### config.mk
export PLATFORM = sky130hd
export DESIGN_NAME = store_unit_flat
export DESIGN_NICKNAME = d
export VERILOG_FILES = /design/src/rtl/store_unit_pkg.sv /design/src/rtl/store_unit_if.sv /design/src/rtl/store_unit_lane_align.sv /design/src/rtl/store_unit.sv /design/src/flat_wrapper.sv
export SDC_FILE = /design/constraint.sdc
export NUM_CORES = 1
export LEC_CHECK = 0
export CELL_PAD_IN_SITES_DETAIL_PLACEMENT = 0
export CELL_PAD_IN_SITES_GLOBAL_PLACEMENT = 2
export CORE_ASPECT_RATIO = 0.75
export CORE_MARGIN = 4
export CORE_UTILIZATION = 28
export DETAILED_ROUTE_END_ITERATION = 10
export GPL_TIMING_DRIVEN = 0
export PLACE_DENSITY_LB_ADDON = 0.1
export SYNTH_ARGS = -nofsm -noshare
export SYNTH_HDL_FRONTEND = slang
export SYNTH_SLANG_ARGS = --single-unit
export TNS_END_PERCENT = 1
### constraint.sdc
create_clock -name clk -period 2.6 [get_ports clk]
set_input_delay 0.52 -clock clk [delete_from_list [all_inputs] [get_ports clk]]
set_output_delay 0.52 -clock clk [all_outputs]
set_load 0.03 [all_outputs]
### src/rtl/store_unit_pkg.sv
// Shared types for the store path: access sizes, FSM states, word geometry,
// and the per-size byte mask used by the lane aligner.
package store_unit_pkg;

  localparam int WORD_BYTES = 4;

  typedef enum logic [1:0] {
    MEM_SIZE__BYTE    = 2'b00,
    MEM_SIZE__HALF    = 2'b01,
    MEM_SIZE__WORD    = 2'b10,
    MEM_SIZE__ILLEGAL = 2'b11
  } mem_size_t;

  typedef enum logic [1:0] {
    STORE__IDLE,
    STORE__WR_LO,
    STORE__WR_HI,
    STORE__DONE
  } store_state_t;

  // Bytes touched by an access, right-aligned; illegal size touches nothing.
  function automatic logic [WORD_BYTES-1:0] size_mask(mem_size_t size);
    case (size)
      MEM_SIZE__BYTE: size_mask = 4'b0001;
      MEM_SIZE__HALF: size_mask = 4'b0011;
      MEM_SIZE__WORD: size_mask = 4'b1111;
      default:        size_mask = 4'b0000;
    endcase
  endfunction

endpackage

### src/rtl/store_unit_if.sv
// Request and memory write-port bundle for store_unit. The master modport is
// the store unit's view; slave is the core/memory side.
interface store_unit_if #(
  parameter int ADDR_W = 32,
  parameter int DATA_W = 32
);
  logic              req_valid;
  logic              req_ready;
  logic [ADDR_W-1:0] req_addr;
  logic [DATA_W-1:0] req_data;
  logic [1:0]        req_size;
  logic              done;
  logic              err;
  logic [ADDR_W-1:0] mem_addr;
  logic [DATA_W-1:0] mem_wdata;
  logic [DATA_W/8-1:0] mem_be;
  logic              mem_we;
  logic              mem_ack;

  modport master (
    input  req_valid, req_addr, req_data, req_size, mem_ack,
    output req_ready, done, err, mem_addr, mem_wdata, mem_be, mem_we
  );

  modport slave (
    output req_valid, req_addr, req_data, req_size, mem_ack,
    input  req_ready, done, err, mem_addr, mem_wdata, mem_be, mem_we
  );
endinterface

### src/rtl/store_unit_lane_align.sv
// Combinational byte-lane aligner: places a right-aligned store value into a
// two-word window starting at the byte offset. Also used by the load path.
module store_lane_align
  import store_unit_pkg::*;
(
  input  logic [1:0]  off,
  input  mem_size_t   size,
  input  logic [31:0] data,
  output logic [7:0]  be8,
  output logic [63:0] d64,
  output logic        needs_hi,
  output logic        misaligned
);

  logic [31:0] data_m;

  // Mask off bytes above the access size so disabled lanes carry zero.
  always_comb begin
    data_m = '0;
    case (size)
      MEM_SIZE__BYTE: data_m = {24'b0, data[7:0]};
      MEM_SIZE__HALF: data_m = {16'b0, data[15:0]};
      MEM_SIZE__WORD: data_m = data;
      default:        data_m = '0;
    endcase
    be8        = {4'b0000, size_mask(size)} << off;
    d64        = {32'b0, data_m} << {off, 3'b000};
    needs_hi   = |be8[7:4];
    misaligned = ((size == MEM_SIZE__HALF) && (off == 2'd3)) ||
                 ((size == MEM_SIZE__WORD) && (off != 2'd0));
  end

endmodule

### src/rtl/store_unit.sv
// Store unit: turns sb/sh/sw requests into one or two aligned word writes
// with byte enables, then pulses done (with err for rejected stores).
// Optional build macro STORE_MISALIGN_TRAP_EN: word-crossing half/word stores
// are rejected with err instead of being split into two beats.
module store_unit
  import store_unit_pkg::*;
#(
  parameter int ADDR_W = 32,
  parameter int DATA_W = 32
) (
  input logic          clk,
  input logic          reset,
  store_unit_if.master bus
);

  store_state_t state;
  mem_size_t    size_in;
  logic [7:0]   be8;
  logic [63:0]  d64;
  logic         needs_hi;
  logic         misaligned;
  logic         trap;
  logic         needs_hi_q;
  logic [3:0]   hi_be;
  logic [31:0]  hi_wdata;

  assign size_in = mem_size_t'(bus.req_size);

  store_lane_align u_align (
    .off        (bus.req_addr[1:0]),
    .size       (size_in),
    .data       (bus.req_data),
    .be8        (be8),
    .d64        (d64),
    .needs_hi   (needs_hi),
    .misaligned (misaligned)
  );

`ifdef STORE_MISALIGN_TRAP_EN
  assign trap = misaligned;
`else
  // Misaligned stores are split into two beats rather than rejected.
  assign trap = misaligned & 1'b0;
`endif

  // Store sequencer; all bus outputs are registered and held while stalled.
  always_ff @(posedge clk) begin
    if (reset) begin
      state         <= STORE__IDLE;
      bus.req_ready <= 1'b1;
      bus.done      <= 1'b0;
      bus.err       <= 1'b0;
      bus.mem_we    <= 1'b0;
      bus.mem_be    <= '0;
      bus.mem_addr  <= '0;
      bus.mem_wdata <= '0;
      needs_hi_q    <= 1'b0;
      hi_be         <= '0;
      hi_wdata      <= '0;
    end else begin
      case (state)
        STORE__IDLE: begin
          if (bus.req_valid) begin
            bus.req_ready <= 1'b0;
            if ((size_in == MEM_SIZE__ILLEGAL) || trap) begin
              state    <= STORE__DONE;
              bus.done <= 1'b1;
              bus.err  <= 1'b1;
            end else begin
              state         <= STORE__WR_LO;
              bus.mem_we    <= 1'b1;
              bus.mem_addr  <= {bus.req_addr[ADDR_W-1:2], 2'b00};
              bus.mem_be    <= be8[3:0];
              bus.mem_wdata <= d64[31:0];
              needs_hi_q    <= needs_hi;
              hi_be         <= be8[7:4];
              hi_wdata      <= d64[63:32];
            end
          end
        end
        STORE__WR_LO: begin
          if (bus.mem_ack) begin
            if (needs_hi_q) begin
              state         <= STORE__WR_HI;
              bus.mem_addr  <= bus.mem_addr + ADDR_W'(WORD_BYTES);
              bus.mem_be    <= hi_be;
              bus.mem_wdata <= hi_wdata;
            end else begin
              state         <= STORE__DONE;
              bus.done      <= 1'b1;
              bus.err       <= 1'b0;
              bus.mem_we    <= 1'b0;
              bus.mem_be    <= '0;
              bus.mem_wdata <= '0;
            end
          end
        end
        STORE__WR_HI: begin
          if (bus.mem_ack) begin
            state         <= STORE__DONE;
            bus.done      <= 1'b1;
            bus.err       <= 1'b0;
            bus.mem_we    <= 1'b0;
            bus.mem_be    <= '0;
            bus.mem_wdata <= '0;
          end
        end
        default: begin
          state         <= STORE__IDLE;
          bus.done      <= 1'b0;
          bus.err       <= 1'b0;
          bus.req_ready <= 1'b1;
        end
      endcase
    end
  end

endmodule

### src/flat_wrapper.sv
// flat-port wrapper written by rule: the top's interface ports become plain ports
module store_unit_flat import store_unit_pkg::*;
#(
  parameter int ADDR_W = 32,
  parameter int DATA_W = 32
)
  (clk, reset, bus_req_valid, bus_req_addr, bus_req_data, bus_req_size, bus_mem_ack, bus_req_ready, bus_done, bus_err, bus_mem_addr, bus_mem_wdata, bus_mem_be, bus_mem_we);
  store_unit_if #(.ADDR_W(ADDR_W), .DATA_W(DATA_W)) bus_i ();
  input logic clk;
  input logic reset;
  input wire logic [$bits(bus_i.req_valid)-1:0] bus_req_valid;
  input wire logic [$bits(bus_i.req_addr)-1:0] bus_req_addr;
  input wire logic [$bits(bus_i.req_data)-1:0] bus_req_data;
  input wire logic [$bits(bus_i.req_size)-1:0] bus_req_size;
  input wire logic [$bits(bus_i.mem_ack)-1:0] bus_mem_ack;
  output wire logic [$bits(bus_i.req_ready)-1:0] bus_req_ready;
  output wire logic [$bits(bus_i.done)-1:0] bus_done;
  output wire logic [$bits(bus_i.err)-1:0] bus_err;
  output wire logic [$bits(bus_i.mem_addr)-1:0] bus_mem_addr;
  output wire logic [$bits(bus_i.mem_wdata)-1:0] bus_mem_wdata;
  output wire logic [$bits(bus_i.mem_be)-1:0] bus_mem_be;
  output wire logic [$bits(bus_i.mem_we)-1:0] bus_mem_we;
  assign bus_i.req_valid = bus_req_valid;
  assign bus_i.req_addr = bus_req_addr;
  assign bus_i.req_data = bus_req_data;
  assign bus_i.req_size = bus_req_size;
  assign bus_i.mem_ack = bus_mem_ack;
  assign bus_req_ready = bus_i.req_ready;
  assign bus_done = bus_i.done;
  assign bus_err = bus_i.err;
  assign bus_mem_addr = bus_i.mem_addr;
  assign bus_mem_wdata = bus_i.mem_wdata;
  assign bus_mem_be = bus_i.mem_be;
  assign bus_mem_we = bus_i.mem_we;
  store_unit #(.ADDR_W(ADDR_W), .DATA_W(DATA_W)) u_core (.clk(clk), .reset(reset), .bus(bus_i));
endmodule
* Word-level counts from Yosys, hierarchy flattened
Index checks and enable logic that the tools add are counted.
** Word-level totals
- Register bits :: 111
- Bits of input ports :: 70
- Output and inout bits :: 72
- Word-level logic and storage cells :: 81
** Cells by class
- $add $sub $neg :: 1
- Equal/unequal tests :: 12
- Shift-type cells :: 2
- Multiplexer cells :: 40
- Bitwise gates (word level) :: 2
- Reduce and logical (&&, ||, !) cells :: 13
** Operators by type and width (number)
- 32-bit 2-to-1 mux :: 9
- 32-bit case mux with 3 select lines :: 2
- 32-bit case mux with 2 select lines :: 1
- 32-bit by 5-bit << shifter with 64-bit output :: 1
- 32-bit by 3-bit adder with 32-bit output, second input constant :: 1
- 4-bit case mux with 3 select lines :: 2
- 4-bit 2-to-1 mux :: 5
- 5-bit AND reduction :: 3
- 1-bit 2-to-1 mux :: 12
- 2-bit inequality test, second input constant :: 5
- 1-bit case mux with 3 select lines :: 3
- 2-bit 2-to-1 mux :: 4
- 4-bit by 2-bit << shifter with 8-bit output :: 1
- 2-bit == test, second input constant :: 3
- 2-bit case mux with 3 select lines :: 1
- 3-bit AND reduction :: 2
- 6-bit AND reduction :: 1
- 2-bit by 1-bit == test with 1-bit output, second input constant :: 2
- 2-bit zero test :: 2
- 2-bit by 1-bit inequality test with 1-bit output, second input constant :: 2
- 4-bit OR reduction :: 1
- 3-bit nonzero test :: 1
- 1-bit NOT :: 2
- 1-bit case mux with 2 select lines :: 1
- other kinds (3) :: 3

* Longest topological paths before layout
Gate-level depths: netlist (run 1).
- Word-level depth :: 6
- Depth in mapped cells :: 9

* Cells and area by module
From an unflattened synthesis (run 1), not the netlist that was laid out.
** Second synthesis, totals
- Cell total of the unflattened synthesis :: 869
- Area total of the unflattened synthesis :: 6432.4 µm²
** By module, submodules not included
- store_unit :: times used 1, cells an instance 682, area each 5256.3 µm², seq. area each 2182.1 µm²
- store_lane_align :: times used 1, cells an instance 187, area each 1176.1 µm², seq. area each 0.0 µm²

* Worst setup path after synthesis (run 1)
No wires, ideal clock.
- Path type :: flip-flop to flip-flop
- From :: register u_core.bus.mem_addr[2]
- To :: register u_core.bus.mem_addr[24]
- Data arrival time :: 2.269 ns
- Required time :: 2.526 ns
- Setup slack :: 0.257 ns
- Stages on the path, launching flop included :: 8
- Path buffers :: 1
- Period minus slack after synthesis :: 2.343 ns
- Cell sequence :: dfxtp_1 -> ha_1 -> and4_4 -> nand3_2 -> or3_1 -> buf_2 -> or4_1 -> a31oi_1
** Between the ends
- Cells in the longest elaborated chain, start to end :: 4
** Ends and longest elaborated chain
- from (decl) :: RTL line store_unit_if.sv:22 : output req_ready, done, err, mem_addr, mem_wdata, mem_be, mem_we
- from (signal assigned) :: RTL line store_unit.sv:72 : bus.mem_addr <= {bus.req_addr[ADDR_W-1:2], 2'b00};
- from (signal assigned) :: RTL line store_unit.sv:85 : bus.mem_addr <= bus.mem_addr + ADDR_W'(WORD_BYTES);
- 32-bit by 3-bit adder with 32-bit output :: RTL line store_unit.sv:85
- 32-bit 2-to-1 mux :: RTL line store_unit.sv:83 : if (needs_hi_q) begin
- 32-bit 2-to-1 mux :: RTL line store_unit.sv:82 : if (bus.mem_ack) begin
- 32-bit case mux with 2 select lines :: RTL line store_unit.sv:61 : case (state)
No other way between the ends. The select of a mux whose other input is x is not followed.
A chain may end at the register's enable or synchronous reset.

* Final worst setup path (run 1)
- From :: input port bus_req_size[0]
- To :: register u_core.bus.mem_wdata[26]
** Between the ends
- Cells in the longest elaborated chain, start to end :: 6
- Elaborated cells between the ends (all ways) :: 11
- Those cells by class :: eq/ne: 4; shift: 1; mux: 4; reduce/logical: 2
** Ends and longest elaborated chain
- from (decl) :: RTL line flat_wrapper.sv:14 : input wire logic [$bits(bus_i.req_size)-1:0] bus_req_size;
- 2-bit == test, or another cell as far along :: RTL line store_unit_lane_align.sv:20 : case (size)
- 32-bit case mux with 3 select lines :: RTL line store_unit_lane_align.sv:20
- 32-bit by 5-bit << shifter with 64-bit output :: RTL line store_unit_lane_align.sv:27 : d64 = {32'b0, data_m} << {off, 3'b000};
- 32-bit 2-to-1 mux :: RTL line store_unit.sv:65 : if ((size_in == MEM_SIZE__ILLEGAL) || trap) begin
- 32-bit 2-to-1 mux :: RTL line store_unit.sv:63 : if (bus.req_valid) begin
- 32-bit case mux with 3 select lines :: RTL line store_unit.sv:61
- to (signal assigned) :: RTL line store_unit.sv:74 : bus.mem_wdata <= d64[31:0];
- to (signal assigned) :: RTL line store_unit.sv:87 : bus.mem_wdata <= hi_wdata;
- to (decl) :: RTL line store_unit_if.sv:22
Parallel ways exist; a longest one is shown, timed or not. The select of a mux whose other input is x is not followed.

==> key figures, run 1 <==
Critical path
  – Crit path max fanout: 9
  – Worst Setup Start Kind: input port
  – Crit. End Element: flip-flop
  – Worst Path Arrival: 2850 ps
  – Critical path class: input port to flip-flop
  – Worst Path Required: 2850 ps
  – R2R Path Start: u_core.state[0]$_SDFFE_PP0P_
  – CP startpoint: bus_req_size[0]
  – Reg2Reg Setup Slack: 110 ps

Final layout
  – Final Util: 0.4083
  – Share of cells above drive strength 1: 0.1034
  – Commonest non-fill, non-tap cell in the layout: clkdlybuf4s50_1
  – Most frequent cells in the layout: 138 x clkdlybuf4s50_1, 100 x dfxtp_1, 83 x nor2_1, 49 x a21oi_1, 47 x o21ai_0
  – Antenna Cells: 0
  – Area Overhead vs Synth: 40.49%
  – Nets: 908

Power and ir drop
  – P_sw: 4099 uW
  – P_leak: 0.002757 uW
  – Switching Fraction: 0.4772
  – Worst VDD drop: 0.0004687 V
  – Clock Power Share: 0.160
  – Comb power frac: 0.561
  – Sequential power share: 0.279
  – Int Power: 4490 uW
  – Pwr dens: 1117 nW/um^2

Global routing
  – Largest net degree at the start of global routing: 19
  – Initial antenna violation count: 0
  – Vias in the first global route: 5,957
  – GRT Overall Usage: 0.2120
  – Congestion Overflow GR: 0
  – First-pass GRT wire length: 35,630 um

STA
  – Clock skew: 6.931 ps
  – Hold Violations, Final: 0
  – RSZ-0062 raised after global routing: yes
  – Worst Tran Pin Value: 782.5 ps
  – Max Fclk: 385.4 MHz
  – Slew headroom: 0.4784
  – Final setup viols: 0
  – Fin crit period: 2595 ps
  – Slew Viols, Final: 0
  – Final period util: 0.9980
  – Worst setup margin: 5.233 ps

Routing
  – Drt wl/cell: 21.92 um
  – Drt pass-1 iters: 6
  – ANT nets after route: 0
  – Final WL: 23,660 um
  – Vias after detailed routing: 6,056
  – Drt drc: 0
  – DRT iter0 DRCs: 607
  – Vias per cell: 5.613

Die
  – Die H: 129.1 um
  – Starting Density: 0.2906
  – Core area: 18,830 sq um
  – Die width: 169.4 um
  – I/O pin total: 142
  – Row cnt: 43
  – Die area: 21,870 sq um

Clock network
  – TritonCTS buffer count: 9
  – Clock Tree Buf Depth: 2
  – Clk sinks: 100
  – Post CTS Setup Buffer Count: 0
  – Clock latency on the worst-skew pair: 360 ps
  – CTS tree: yes
  – Clock Pin Slew Worst Setup and Hold Paths: 80 ps
  – Root Buffer: clkbuf_16
  – Post-cts hold buffer count: 0
  – H-tree level count: 3

Flow run
  – # Max-Cap Violations: 0

Logic synthesis
  – FF+latch count, synth: 100
  – Post-synth ARST share: 0
  – EDFF count, synth: 0
  – Post-synthesis sequential area ratio: 0.3658
  – Synth warn: 0
  – Synth top area share: 0.3658
  – Area leader, netlist: dfxtp_1
  – Synth Flop Type: dfxtp_1
  – Area contributors post-synth: dfxtp_1 37%, nor2_1 6.2%, a21oi_1 4.5%, o21ai_0 4.3%, a221oi_1 4.2%
  – Syn Inst Count: 676
  – Unique masters post-synth: 66
  – Syn avg cell area: 8.096 sq um
  – Synthesized area: 5473 sq um

Placement
  – Placer congestion estimate: 0.9111
  – Port Buf Inserts: 139
  – Post-detail-place hpwl: 18,210 um
  – Dpl ws: -958.9 ps

Hold path
  – HP Class: flip-flop to flip-flop
  – Worst Hold Launch: u_core.bus.mem_be[3]$_SDFFE_PP0P_

Status
  – Run status: finished clean
-- Yosys cell counts, drive strengths merged, types with 3 or more instances --
| master | count |
|---|---|
| o31ai | 3 |
| a32o | 4 |
| nand2b | 6 |
| and4 | 7 |
| nor2 | 90 |
| inv | 12 |
| nand4 | 3 |
| clkbuf | 44 |
| nor3 | 22 |
| nor2b | 12 |
| a211oi | 8 |
| dfxtp | 100 |
| o21ai | 47 |
| a211o | 3 |
| o32ai | 3 |
| o211ai | 6 |
| a22o | 17 |
| a21oi | 49 |
| o31a | 8 |
| ha | 11 |
| o2bb2ai | 4 |
| or4 | 4 |
| a31oi | 8 |
| a311oi | 3 |
| a221oi | 26 |
| and3 | 13 |
| o22ai | 6 |
| a22oi | 29 |
| buf | 13 |
| nand2 | 42 |
| nor4 | 4 |
| nand3 | 23 |
| or3 | 4 |
| mux2i | 12 |
| a2bb2oi | 3 |
-- critical path: stages --
cell and delay [ps]:
clkdlybuf4s50_1 560, inv_1 120, ha_1 210, clkbuf_1 200
nor2_1 300, nor3_4 110, a22oi_1 440, a21oi_1 160
a22o_1 220
-- registers in the layout, indices dropped and copies added (netlist names) --
register / cells
u_core.bus.err: 1
u_core.bus.mem_wdata: 32
u_core.bus.mem_be: 4
u_core.state: 2
u_core.bus.mem_we: 1
u_core.hi_be: 3
u_core.bus.req_ready: 1
u_core.needs_hi_q: 1
u_core.hi_wdata: 24
u_core.bus.done: 1
u_core.bus.mem_addr: 30
-- area by class of cell --
class	count	area (sq um)
Fill cell	1938	11140
Multi-Input combinational cell	507	3302
Sequential cell	100	2002
Timing Repair Buffer	139	1394
Buffer	57	337.8
Tap cell	247	309.0
Clock buffer	10	239.0
Clock inverter	6	56.30
Inverter	13	48.80
-- timing repair --
item | in CTS | in global routing
endpoints found under the setup margin | 82 | 84
resized for setup | 30 | 33
hold endpoints to repair | 0 | 0
pin swaps | 0 | 1
-- power by group through the flow --
stage,logic [uW],registers (uW),clock network [uW]
detailed placement,4590,2410,0
finish,4820,2390,1370
floorplan,2030,3060,0
global placement,4580,2390,0
CTS,4730,2390,1420
global route,5200,2460,1460
-- per-layer routing --
layer | global-route usage | wire, um
met2 | 0.3007 | 9529
met4 | 0.05253 | 346
met3 | 0.06496 | 2132
met5 | 0 | 0
met1 | 0.3130 | 11650
-- stage by stage --
| step | cells | cell area [sq um] | total power (uW) | hold WS, ps | TNS (ps) |
|---|---|---|---|---|---|
| 2_1_floorplan | 677 | 5477 | 5094 | 433.8 | 0 |
| 3_3_place_gp | 1063 | 7177 | 6970 | 445.7 | -54070 |
| 3_5_place_dp | 1063 | 7177 | 7000 | 453.7 | -58060 |
| 4_1_cts | 1079 | 7575 | 8536 | 477.3 | -60.00 |
| 5_1_grt | 1079 | 7689 | 9126 | 506.0 | -844.3 |
| 6_report | 1079 | 7689 | 8589 | 476.9 | 0 |
-- worst paths after layout --
check	endpoint	cells after the start
min reg2reg	u_core.bus.mem_be[3]$_SDFFE_PP0P_	2
max reg2reg	u_core.bus.mem_wdata[1]$_SDFFE_PP0P_	8
min	u_core.bus.mem_be[3]$_SDFFE_PP0P_	2
max	u_core.bus.mem_wdata[26]$_SDFFE_PP0P_	9
-- cell families after synthesis --
kind of cell             count (synthesis)  synth area share
AND/OR/NAND/NOR                        238            0.2122
buffers and inverters                   70           0.06447
adder cells (fa/ha/maj)                 11           0.02515
flip-flops                             100            0.3658
AO/OA/AOI/OAI                          243            0.3077
multiplexers                            13           0.02401
other                                    1         0.0006852
Note: power is estimated with default switching activity, not from simulation.
==> inputs of run 2 (changes only) <==
--- a/config.mk
+++ b/config.mk
@@ -13,6 +13,7 @@
 export DETAILED_ROUTE_END_ITERATION = 10
 export GPL_TIMING_DRIVEN = 0
 export PLACE_DENSITY_LB_ADDON = 0.1
+export SLEW_MARGIN = 10
 export SYNTH_ARGS = -nofsm -noshare
 export SYNTH_HDL_FRONTEND = slang
 export SYNTH_SLANG_ARGS = --single-unit
==> results of run 2 <==
The final DEF is identical to that of run 1; final timing and power are the same.
